[config.mk]
export PLATFORM = sky130hd
export DESIGN_NAME = btb_update_unit
export DESIGN_NICKNAME = d
export VERILOG_FILES = /design/src/rtl/btb_update_unit.sv
export SDC_FILE = /design/constraint.sdc
export NUM_CORES = 1
export LEC_CHECK = 0
export CAP_MARGIN = 40
export CORE_ASPECT_RATIO = 2
export CORE_UTILIZATION = 47
export DETAILED_ROUTE_END_ITERATION = 16
export GPL_TIMING_DRIVEN = 0
export HOLD_SLACK_MARGIN = 0.1
export PLACE_DENSITY = 0.76
export SETUP_SLACK_MARGIN = 0.15
export SKIP_LAST_GASP = 1
export SYNTH_ARGS = -nofsm -noshare
export SYNTH_HDL_FRONTEND = slang
export SYNTH_SLANG_ARGS = --single-unit
[constraint.sdc]
create_clock -name clk -period 4.17 [get_ports clk]
set_input_delay 1.251 -clock clk [delete_from_list [all_inputs] [get_ports clk]]
set_output_delay 1.251 -clock clk [all_outputs]
set_load 0.01 [all_outputs]
[src/rtl/btb_update_unit.sv]
// BTB write side: buffers taken resolved-branch records in a FIFO and drains them into the BTB write port when fetch is idle.
// Latency 2 cycles from record transfer to btb_we; upd_ready drops when full or flushing. Optional merge with newest entry: BTB_UPDATE_COALESCE_EN.
module btb_update_unit #(
  parameter int DEPTH     = 4,
  parameter int INDEX_W   = 10,
  parameter int TAG_W     = 4,
  parameter int CONTENT_W = 13
) (
  input  logic                         clk,
  input  logic                         rst_n,
  input  logic                         upd_valid,
  output logic                         upd_ready,
  input  logic [31:0]                  upd_pc,
  input  logic [31:0]                  upd_target,
  input  logic                         upd_taken,
  input  logic                         flush,
  input  logic                         btb_read_busy,
  output logic                         btb_we,
  output logic [INDEX_W-1:0]           btb_waddr,
  output logic [TAG_W+CONTENT_W-1:0]   btb_wdata,
  output logic [$clog2(DEPTH):0]       fifo_count
);

  localparam int AW = $clog2(DEPTH);
  localparam int PW = AW + 1;

  typedef struct packed {
    logic [INDEX_W-1:0]   idx;
    logic [TAG_W-1:0]     tag;
    logic [CONTENT_W-1:0] content;
  } entry_t;

  entry_t                       mem_q [DEPTH];
  logic   [PW-1:0]              wptr_q, wptr_d, rptr_q, rptr_d;
  logic                         btb_we_q;
  logic   [INDEX_W-1:0]         btb_waddr_q;
  logic   [TAG_W+CONTENT_W-1:0] btb_wdata_q;

  entry_t         new_entry;
  entry_t         head;
  logic [AW-1:0]  newest_a;
  logic [PW-1:0]  count;
  logic           full, empty, pop, xfer, push, coal_wr;

  assign new_entry = '{idx:     upd_pc[INDEX_W+1:2],
                       tag:     upd_pc[INDEX_W+TAG_W+1:INDEX_W+2],
                       content: upd_target[CONTENT_W+1:2]};

  // Address/target bits outside the index, tag and content fields carry no BTB information.
  logic unused_bits;
  assign unused_bits = ^{upd_pc[31:INDEX_W+TAG_W+2], upd_pc[1:0],
                         upd_target[31:CONTENT_W+2], upd_target[1:0]};

  assign count    = wptr_q - rptr_q;
  assign empty    = (wptr_q == rptr_q);
  assign full     = (wptr_q[AW] != rptr_q[AW]) && (wptr_q[AW-1:0] == rptr_q[AW-1:0]);
  assign head     = mem_q[rptr_q[AW-1:0]];
  assign newest_a = wptr_q[AW-1:0] - AW'(1);
  assign pop      = !empty && !btb_read_busy && !flush;

`ifdef BTB_UPDATE_COALESCE_EN
  logic coalesce_hit;
  // The newest entry is only leaving this cycle when it is also the head being popped.
  assign coalesce_hit = !empty && (mem_q[newest_a].idx == new_entry.idx)
                        && !(pop && (count == PW'(1)));
  assign upd_ready    = (!full || coalesce_hit) && !flush;
  assign xfer         = upd_valid && upd_ready;
  assign push         = xfer && upd_taken && !coalesce_hit;
  assign coal_wr      = xfer && upd_taken && coalesce_hit;
`else
  assign upd_ready    = !full && !flush;
  assign xfer         = upd_valid && upd_ready;
  assign push         = xfer && upd_taken;
  assign coal_wr      = 1'b0;
`endif

  always_comb begin
    wptr_d = wptr_q + PW'(push);
    rptr_d = rptr_q + PW'(pop);
    if (flush) begin
      wptr_d = '0;
      rptr_d = '0;
    end
  end

  always_ff @(posedge clk) begin
    if (push) begin
      mem_q[wptr_q[AW-1:0]] <= new_entry;
    end else if (coal_wr) begin
      mem_q[newest_a] <= new_entry;
    end
  end

  always_ff @(posedge clk or negedge rst_n) begin
    if (!rst_n) begin
      wptr_q      <= '0;
      rptr_q      <= '0;
      btb_we_q    <= 1'b0;
      btb_waddr_q <= '0;
      btb_wdata_q <= '0;
    end else begin
      wptr_q   <= wptr_d;
      rptr_q   <= rptr_d;
      btb_we_q <= pop;
      if (pop) begin
        btb_waddr_q <= head.idx;
        btb_wdata_q <= {head.tag, head.content};
      end
    end
  end

  assign btb_we     = btb_we_q;
  assign btb_waddr  = btb_waddr_q;
  assign btb_wdata  = btb_wdata_q;
  assign fifo_count = count;

endmodule

==> results of run 1 <==
[flip-flops by register name, indices dropped and copies added (netlist names)]
name / cells
btb_waddr: 10
btb_wdata: 17
btb_we: 1
mem_q: 108
rptr_q: 3
wptr_q: 3
[metal layers]
layer  up-vias  GRT usage  share of wire
met2        61      0.327           0.57
met3        12     0.0433          0.031
met1      1336      0.207           0.38
met4         0     0.0755          0.014
li1       1130          -              -
met5         -          0              0
[where the power goes]
group	switching, W	internal [W]	leakage, nW
clock network	0.000574	0.00106	0.299
logic	0.000183	0.000367	0.832
registers	0.0000757	0.00165	1.40
[synthesized netlist by cell type, types with 2 or more instances]
library cell | number | share of area
sky130_fd_sc_hd__nor2_1 | 3 | 0.0021
sky130_fd_sc_hd__nand2_1 | 2 | 0.0014
sky130_fd_sc_hd__clkbuf_1 | 2 | 0.0014
sky130_fd_sc_hd__dfrtp_1 | 34 | 0.16
sky130_fd_sc_hd__xnor2_1 | 3 | 0.0049
sky130_fd_sc_hd__mux2_4 | 19 | 0.053
sky130_fd_sc_hd__inv_1 | 6 | 0.0042
sky130_fd_sc_hd__ha_1 | 6 | 0.014
sky130_fd_sc_hd__nor3_1 | 2 | 0.0019
sky130_fd_sc_hd__nor2b_1 | 4 | 0.0046
sky130_fd_sc_hd__mux4_2 | 27 | 0.11
sky130_fd_sc_hd__buf_6 | 5 | 0.010
sky130_fd_sc_hd__mux2_2 | 8 | 0.017
sky130_fd_sc_hd__and3_1 | 2 | 0.0023
sky130_fd_sc_hd__edfxtp_1 | 108 | 0.60
[repair_timing]
item / in CTS / in global routing
setup endpoints to repair: 3 / 0
endpoints found under the hold margin: 0 / 0
hold buffers: 0 / 0
gates resized for setup: 0 / 0
[layout make-up]
| class | instances | share of cell area |
|---|---|---|
| flip-flops and latches | 142 | 0.590 |
| multi-input cells | 81 | 0.178 |
| repair buffers | 70 | 0.101 |
| clock buffers | 18 | 0.0619 |
| clock inverters | 14 | 0.0310 |
| well taps | 142 | 0.0256 |
| plain buffers | 8 | 0.00992 |
| inverters | 6 | 0.00325 |
[worst min-delay path by stage]
stage	from	endpoint	slack (ns)	cells after the start
floorplan	btb_wdata[10]	btb_wdata[10]	0.55	1
global placement	btb_wdata[9]	btb_wdata[9]	0.49	1
detailed placement	btb_wdata[3]	btb_wdata[3]	0.50	1
CTS	btb_waddr[7]	btb_waddr[7]	0.51	1
global route	btb_waddr[7]	btb_waddr[7]	0.53	1
finish	btb_wdata[1]	btb_wdata[1]	0.51	1
[metrics by stage]
step	hold WS, ns	total power, W
after floorplan	0.550	0.00198
after global placement	0.489	0.00228
after CTS	0.511	0.00394
after detailed placement	0.497	0.00231
final	0.510	0.00391
after global routing	0.526	0.00404
[cells by family (layout without fill, tap and decap cells)]
| logic type | Yosys count | in the layout | share of synthesized area |
|---|---|---|---|
| flops | 142 | 142 | 0.757 |
| mux | 54 | 54 | 0.182 |
| buf+inv | 15 | 116 | 0.0176 |
| simple gates | 13 | 13 | 0.0123 |
| fa+ha+maj | 7 | 7 | 0.0176 |
| xor+xnor | 4 | 4 | 0.00787 |
| compound gates | 3 | 3 | 0.00602 |
[worst max-delay path: cells and delay by family, from the launching register on]
| family | cells | cell delay, ns |
|---|---|---|
| buffers and inverters | 3 | 1.15 |
| XOR/XNOR | 1 | 0.17 |
| adder cells (fa/ha/maj) | 1 | 0.43 |
| flip-flops | 1 | 0.34 |
[cells in the final DEF (no fill, tap or decap)]
| cell type | synthesis | final |
|---|---|---|
| sky130_fd_sc_hd__clkinvlp_4 | 0 | 5 |
| sky130_fd_sc_hd__ha_1 | 6 | 6 |
| sky130_fd_sc_hd__a31oi_1 | 1 | 1 |
| sky130_fd_sc_hd__fa_1 | 1 | 1 |
| sky130_fd_sc_hd__nor3_2 | 0 | 2 |
| sky130_fd_sc_hd__clkbuf_1 | 2 | 3 |
| sky130_fd_sc_hd__clkdlybuf4s50_1 | 0 | 62 |
| sky130_fd_sc_hd__nor2b_1 | 4 | 4 |
| sky130_fd_sc_hd__mux4_2 | 27 | 27 |
| sky130_fd_sc_hd__nor2_1 | 3 | 3 |
| sky130_fd_sc_hd__inv_6 | 0 | 1 |
| sky130_fd_sc_hd__clkinv_4 | 0 | 1 |
| sky130_fd_sc_hd__nand2_1 | 2 | 2 |
| sky130_fd_sc_hd__xor2_2 | 1 | 1 |
| sky130_fd_sc_hd__mux2_2 | 8 | 8 |
| sky130_fd_sc_hd__buf_2 | 1 | 2 |
| sky130_fd_sc_hd__bufinv_16 | 0 | 5 |
| sky130_fd_sc_hd__and3_2 | 0 | 2 |
| sky130_fd_sc_hd__mux2_4 | 19 | 19 |
| sky130_fd_sc_hd__dfrtp_1 | 34 | 34 |
| sky130_fd_sc_hd__buf_4 | 0 | 4 |
| sky130_fd_sc_hd__clkbuf_16 | 0 | 17 |
| sky130_fd_sc_hd__buf_6 | 5 | 7 |
| sky130_fd_sc_hd__a311o_1 | 1 | 1 |
| sky130_fd_sc_hd__inv_1 | 6 | 6 |
| sky130_fd_sc_hd__xnor2_1 | 3 | 3 |
| sky130_fd_sc_hd__clkinv_2 | 0 | 2 |
| sky130_fd_sc_hd__o21ai_4 | 1 | 1 |
| sky130_fd_sc_hd__buf_12 | 0 | 1 |
| sky130_fd_sc_hd__edfxtp_1 | 108 | 108 |
==> impl_metrics.yaml, run 1 <==
timing:
  finalSetupTns_ns: 0
  min_period_over_period: 0.898
  hold_violations: 0
  pin_slew_with_the_least_headroom_to_its_limit_ns: 0.785
  max_slew_margin: 0.477
  fmax_ghz: 0.267
  rsz0062_at_grt: "false"
  setup_viol_count_final: 0
  skew_ns: 0.00906
  setup_ws_ns: 0.425
  min_period_ns: 3.74
  slew_violations: 0
floorplanning:
  design.die.area_mm2: 0.0120
  initial_core_util: 0.479
  io_pins: 102
  chipWidth_um: 77.9
  core_mm2: 0.0113
  placement_rows: 55
  die_y_um: 154
logic_synthesis:
  ys_seq_area_frac: 0.757
  library_cells_used_by_synthesis: 22
  post_synth_top_flop: "sky130_fd_sc_hd__edfxtp_1"
  syn_avg_cell_area_um2: 22.7
  synth_fp_nets: 315
  async_flop_share: 0.239
  syn_area_mm2: 0.00541
  synth_seq_cells: 142
  ys_warn_count: 0
  instance_count_of_the_mapped_netlist: 238
  synth_edf_count: 108
route:
  drtIter0Drc: 141
  antenna_left: 0
  drt_drc_violations_left: 0
  via_per_inst: 5.28
  route.final.wire_length_um: 9860
  firstDrtPassIters: 4
  route.detailed.wl_per_inst_um: 20.5
  via_count: 2539
clocking:
  clock_tree.htree_level_count: 4
  ctsRootBufferMaster: "sky130_fd_sc_hd__clkbuf_16"
  clk-insertion-delay-late_ns: 0.41
  cts_setup_buffers: 0
  cts_tree: "yes"
  clkSlewWorstSetupHoldPaths_ns: 0.06
  max-clock-path-buffers: 2
  cts_bufs_inserted: 17
  cts.sink_count: 142
run_status:
  run_status: "finished, final reports clean"
power:
  pwr_density_cell_mw_per_mm2: 564
  irDropWorstVdd_mv: 0.324
  p_leak_nw: 2.53
final_layout:
  insertedDiodeCount: 0
  relative_area_change_from_synthesis_to_final_layout_pct: 28.3
  final_cell_area_mm2: 0.00694
  drive_above_1_share: 0.310
  filler_cell_count: 822
  postLayoutCoreUtil: 0.615
  fin_nets: 403
  fin_cells: 481
  multi_input_comb_area_mm2: 0.00123
  ff_latch_area_mm2: 0.00409
global_routing:
  antenna_found_initial: 0
  overflow: 0
  wire_length_of_the_first_global_routing_pass_um: 15500
  vias_in_the_first_global_route: 2823
  grtUsageTotal: 0.183
  maximum_number_of_pins_on_one_net_before_global_route_repair: 32
worst_setup_path:
  critPathLaunch: "rptr_q[1]"
  worstSetupPathType: "reg2out"
  critPathArrivalTime_ns: 2.49
  worst-path-max-fanout: 19
  r2r_cells: 7
  crit_path_cell_trace: "buf_2 > inv_1 > fa_1 > xnor2_1 > clkdlybuf4s50_1"
  r2r_setup_slack_ns: 1.30
  critical_path.endpoint_type: "output port"
  rr_startpoint: "rptr_q[1]"
  crit_path_slowest_cell: "sky130_fd_sc_hd__clkdlybuf4s50_1"
  required_ns: 2.92
  critical_path.endpoint: "fifo_count[2]"
  critical-path-max-stage-delay_ns: 0.55
  startpoint_type: "flop"
  regToRegEndpoint: "mem_q[1][21]"
worst_hold_path:
  hold_path_class: "reg2reg"
place:
  finalWeightedCongestion: 0.723
  post_place_instance_area_mm2: 0.00630
  place_inst: 450
  numPortBuffers: 63
  pre_cts_ws_ns: 0.387
  post-dp-hpwl_um: 6200
run:
  cap_violations: 0
Note: power is estimated with default switching activity, not from simulation.
==> run 2, diff against run 1 <==
--- a/config.mk
+++ b/config.mk
@@ -5,7 +5,6 @@
 export SDC_FILE = /design/constraint.sdc
 export NUM_CORES = 1
 export LEC_CHECK = 0
-export CAP_MARGIN = 40
 export CORE_ASPECT_RATIO = 2
 export CORE_UTILIZATION = 47
 export DETAILED_ROUTE_END_ITERATION = 16
==> run 2 against run 1 <==
Compared with the run above:
- sequential power hardly changed
- sequential cell count did not move
- critical endpoint unchanged
- clock-buffer cell count grew 1
- largest cell class unchanged
- critical path type unchanged
- die area unchanged
- clock power is 4% lower
- fmax rose by 0.33%
- global-route usage fell by 0.73 points
- sequential share of layout area up 0.43 points
==> impl_metrics.yaml, run 2 (synthesis results as in run 1) <==
clocking:
  cts_repair_resize_count: 0
  cts_tree: "yes"
  max-clock-path-buffers: 2
  cts.sink_count: 142
  ctsRootBufferMaster: "sky130_fd_sc_hd__clkbuf_16"
  clkSlewWorstSetupHoldPaths_ns: 0.06
  clk-insertion-delay-late_ns: 0.41
  cts_setup_buffers: 0
  clock_tree.htree_level_count: 4
  cts_bufs_inserted: 17
place:
  numPortBuffers: 63
  pre_cts_ws_ns: 0.385
  post_place_instance_area_mm2: 0.00627
  finalWeightedCongestion: 0.723
  post-dp-hpwl_um: 6110
final_layout:
  number_of_flip_flops_under_the_largest_register_name: 108
  fin_nets: 400
  multi_input_comb_area_mm2: 0.00123
  ff_latch_area_mm2: 0.00409
  regMostFlops: "mem_q"
  final_cell_area_mm2: 0.00689
  final_common_cell: "sky130_fd_sc_hd__edfxtp_1"
  insertedDiodeCount: 0
  most-common-layout-cells: "sky130_fd_sc_hd__edfxtp_1 (108), sky130_fd_sc_hd__clkdlybuf4s50_1 (62), sky130_fd_sc_hd__dfrtp_1 (34), sky130_fd_sc_hd__mux4_2 (27), sky130_fd_sc_hd__mux2_4 (19)"
  drive_above_1_share: 0.298
  relative_area_change_from_synthesis_to_final_layout_pct: 27.3
  filler_cell_count: 819
power:
  total_power_w: 0.00385
  irDropWorstVdd_mv: 0.356
  p_leak_nw: 2.50
  power.net_switching_w: 0.000830
  netSwitchingFraction: 0.216
  comb_power_share: 0.142
  pwr_density_cell_mw_per_mm2: 559
  pint_w: 0.00302
  seqPwrFrac: 0.449
  clkPwrFrac: 0.410
floorplanning:
  placement_rows: 55
  io_pins: 102
  design.die.area_mm2: 0.0120
  initial_core_util: 0.479
  core_mm2: 0.0113
  chipWidth_um: 77.9
  die_y_um: 154
timing:
  max_slew_margin: 0.350
  min_period_over_period: 0.895
  fmax_ghz: 0.268
  setup_viol_count_final: 0
  setup_ws_ns: 0.437
  pin_slew_with_the_least_headroom_to_its_limit_ns: 0.969
  slew_violations: 0
  min_period_ns: 3.73
  skew_ns: 0.0107
  hold_violations: 0
  rsz0062_at_grt: "false"
route:
  route.detailed.wl_per_inst_um: 19.7
  via_per_inst: 5.24
  antenna_left: 0
  drt_drc_violations_left: 0
  firstDrtPassIters: 4
  drtIter0Drc: 137
  route.final.wire_length_um: 9440
  via_count: 2506
worst_setup_path:
  critPathArrivalTime_ns: 2.48
  critical_path.endpoint: "fifo_count[2]"
  worst-path-max-fanout: 19
  worstSetupPathType: "reg2out"
  regToRegEndpoint: "mem_q[1][21]"
  r2r_cells: 6
  critical_path.endpoint_type: "output port"
  startpoint_type: "flop"
  rr_startpoint: "rptr_q[1]"
  required_ns: 2.92
  r2r_setup_slack_ns: 1.27
  critPathLaunch: "rptr_q[1]"
run_status:
  run_status: "finished, final reports clean"
global_routing:
  grtUsageTotal: 0.176
  wire_length_of_the_first_global_routing_pass_um: 14900
  vias_in_the_first_global_route: 2757
  maximum_number_of_pins_on_one_net_before_global_route_repair: 35
  overflow: 0
  antenna_found_initial: 0
worst_hold_path:
  worst_hold_startpoint: "btb_wdata[1]"
  hold_path_class: "reg2reg"
run:
  cap_violations: 0
==> run 2: how the worst min path moves through the flow <==
stage	end	cells after the start
6_report	btb_wdata[1]	1
5_1_grt	btb_wdata[2]	1
4_1_cts	btb_wdata[3]	1
3_5_place_dp	btb_wdata[3]	1
3_3_place_gp	btb_wdata[9]	1
2_1_floorplan	btb_wdata[10]	1
==> run 2: power by group through the flow <==
stage | clock network, W | logic (W) | registers, W
3_3_place_gp | 0 | 0.000535 | 0.00175
3_5_place_dp | 0 | 0.000551 | 0.00175
2_1_floorplan | 0 | 0.000188 | 0.00179
4_1_cts | 0.00160 | 0.000554 | 0.00173
5_1_grt | 0.00166 | 0.000576 | 0.00174
6_report | 0.00158 | 0.000546 | 0.00173
==> run 2: layout make-up <==
class,instances,share of cell area
tap,142,0.0258
inverter,6,0.00327
buffer,8,0.00999
sequential,142,0.594
timing repair buffer,67,0.0974
clock inverter,13,0.0274
multi-input combinational,81,0.179
clock buffer,19,0.0629
==> run 2: what timing repair did <==
item / CTS / global route
endpoints found under the hold margin: 0 / 0
endpoints found under the setup margin: 3 / 0
hold buffers: 0 / 0
==> run 2: worst max-delay path: stages, from the launching register on <==
cell                              delay, ns
sky130_fd_sc_hd__dfrtp_1               0.34
sky130_fd_sc_hd__buf_2                 0.43
sky130_fd_sc_hd__inv_1                 0.15
sky130_fd_sc_hd__fa_1                  0.43
sky130_fd_sc_hd__xnor2_1               0.17
sky130_fd_sc_hd__clkdlybuf4s50_1       0.55
==> run 2: routing by layer <==
layer	part of all wire	GRT usage	vias up
li1	-	-	1122
met3	0.025	0.0421	16
met5	0	0	-
met2	0.57	0.312	53
met1	0.38	0.192	1315
met4	0.022	0.0916	0
==> run 2: through the flow <==
| step | hold WS [ns] | util | TNS (ns) | cells |
|---|---|---|---|---|
| final | 0.509 | 0.610 | 0 | 478 |
| after global routing | 0.526 | 0.610 | 0 | 478 |
| after CTS | 0.513 | 0.610 | 0 | 478 |
| after detailed placement | 0.497 | 0.556 | 0 | 447 |
| after global placement | 0.489 | 0.551 | -100.21 | 443 |
| after floorplan | 0.550 | - | 0 | 238 |
==> run 3, diff against run 2 <==
--- a/config.mk
+++ b/config.mk
@@ -5,8 +5,10 @@
 export SDC_FILE = /design/constraint.sdc
 export NUM_CORES = 1
 export LEC_CHECK = 0
+export CAP_MARGIN = 20
 export CORE_ASPECT_RATIO = 2
 export CORE_UTILIZATION = 47
+export CTS_CLUSTER_SIZE = 8
 export DETAILED_ROUTE_END_ITERATION = 16
 export GPL_TIMING_DRIVEN = 0
 export HOLD_SLACK_MARGIN = 0.1
==> run 3 against run 2 <==
Compared with the run above:
- core utilization grew 0.20 points
- critical path type unchanged
- critical endpoint unchanged
- fmax grew 0.32%
- non-clock buffer count is the same
- register-to-register slack lost 0.02 ns
- largest power group unchanged
- hold slack gained 0.0013 ns
- final area grew 0.33%
- highest routed layer unchanged
- combinational power is essentially flat
- sequential share of layout area shrank 0.19 points
- sequential power is essentially flat
==> impl_metrics.yaml, run 3 (synthesis results as in run 1) <==
run_status:
  run_status: "finished, final reports clean"
clocking:
  cts_setup_buffers: 0
  clock_tree.htree_level_count: 4
  max-clock-path-buffers: 2
  clkSlewWorstSetupHoldPaths_ns: 0.06
  cts_repair_resize_count: 0
  cts_tree: "yes"
  cts_hold_buffers: 0
  ctsRootBufferMaster: "sky130_fd_sc_hd__clkbuf_16"
  clk-insertion-delay-late_ns: 0.41
  cts_bufs_inserted: 17
  cts.sink_count: 142
final_layout:
  drive_above_1_share: 0.298
  number_of_flip_flops_under_the_largest_register_name: 108
  final_common_cell: "sky130_fd_sc_hd__edfxtp_1"
  insertedDiodeCount: 0
  relative_area_change_from_synthesis_to_final_layout_pct: 27.8
  most-common-layout-cells: "sky130_fd_sc_hd__edfxtp_1 (108), sky130_fd_sc_hd__clkdlybuf4s50_1 (62), sky130_fd_sc_hd__dfrtp_1 (34), sky130_fd_sc_hd__mux4_2 (27), sky130_fd_sc_hd__mux2_4 (19)"
  fin_nets: 400
  regMostFlops: "mem_q"
place:
  finalWeightedCongestion: 0.723
  numPortBuffers: 63
  pre_cts_ws_ns: 0.413
  post-dp-hpwl_um: 6100
global_routing:
  antenna_found_initial: 0
  grtUsageTotal: 0.176
  vias_in_the_first_global_route: 2741
  maximum_number_of_pins_on_one_net_before_global_route_repair: 35
  overflow: 0
  wire_length_of_the_first_global_routing_pass_um: 14800
worst_setup_path:
  startpoint_type: "flop"
  regToRegEndpoint: "mem_q[1][14]"
  worstSetupPathType: "reg2out"
  critical_path.endpoint: "fifo_count[2]"
  worst-path-max-fanout: 19
  rr_startpoint: "rptr_q[1]"
  critPathArrivalTime_ns: 2.47
  r2r_cells: 6
  critPathLaunch: "rptr_q[1]"
  critical_path.endpoint_type: "output port"
  r2r_setup_slack_ns: 1.25
  required_ns: 2.92
route:
  route.detailed.wl_per_inst_um: 19.5
  drt_drc_violations_left: 0
  via_per_inst: 5.27
  antenna_left: 0
  route.final.wire_length_um: 9340
  firstDrtPassIters: 4
  via_count: 2520
  drtIter0Drc: 114
floorplanning:
  core_mm2: 0.0113
  initial_core_util: 0.479
  io_pins: 102
  placement_rows: 55
  chipWidth_um: 77.9
  design.die.area_mm2: 0.0120
  die_y_um: 154
timing:
  min_period_ns: 3.72
  pin_slew_with_the_least_headroom_to_its_limit_ns: 0.995
  slew_violations: 0
  max_slew_margin: 0.333
  setup_viol_count_final: 0
  hold_violations: 0
  fmax_ghz: 0.269
  min_period_over_period: 0.892
  skew_ns: 0.00832
  setup_ws_ns: 0.449
  rsz0062_at_grt: "false"
worst_hold_path:
  min_path_cells: 1
  hold_path_class: "reg2reg"
run:
  cap_violations: 0
power:
  pwr_density_cell_mw_per_mm2: 564
  total_power_w: 0.00390
  p_leak_nw: 2.52
  irDropWorstVdd_mv: 0.354
## run 3: worst min-delay path by stage
stage	end	from	slack, ns
5_1_grt	btb_wdata[2]	btb_wdata[2]	0.53
4_1_cts	btb_wdata[3]	btb_wdata[3]	0.51
3_3_place_gp	btb_wdata[9]	btb_wdata[9]	0.49
3_5_place_dp	btb_wdata[3]	btb_wdata[3]	0.50
2_1_floorplan	btb_wdata[10]	btb_wdata[10]	0.55
6_report	btb_waddr[9]	btb_waddr[9]	0.51
## run 3: layout make-up
cell class / instances / area, um2
sequential: 142 / 4090
clock buffer: 19 / 433
inverter: 6 / 22.5
buffer: 8 / 68.8
fill: 812 / 4380
multi-input combinational: 81 / 1230
tap: 142 / 178
timing repair buffer: 67 / 671
clock inverter: 13 / 211
## run 3: worst max-delay path: stages (launching register included)
cell and delay (ns):
sky130_fd_sc_hd__dfrtp_1 0.34, sky130_fd_sc_hd__buf_2 0.43, sky130_fd_sc_hd__inv_1 0.15, sky130_fd_sc_hd__fa_1 0.43, sky130_fd_sc_hd__xnor2_1 0.16, sky130_fd_sc_hd__clkdlybuf4s50_1 0.55
## run 3: where the power goes
group          internal, W  switching (W)  leakage, nW
Clock              0.00106       0.000564        0.302
Sequential         0.00165      0.0000768         1.40
Combinational     0.000365       0.000180        0.814
## run 3: per-stage QoR
step	TNS, ns	std cells	instance area, um2	hold WS (ns)	utilization
final	0	478	6910	0.510	0.612
after global placement	-100.21	443	6220	0.489	0.551
after detailed placement	0	447	6270	0.497	0.556
after floorplan	0	238	5410	0.550	-
after global routing	0	478	6910	0.526	0.612
after CTS	0	478	6910	0.513	0.612
## run 3: metal layers
layer	share of wire	up-vias	GRT usage
met5	0	-	0
met4	0.014	0	0.0827
met3	0.029	9	0.0499
met2	0.58	51	0.316
met1	0.37	1335	0.186
li1	-	1125	-
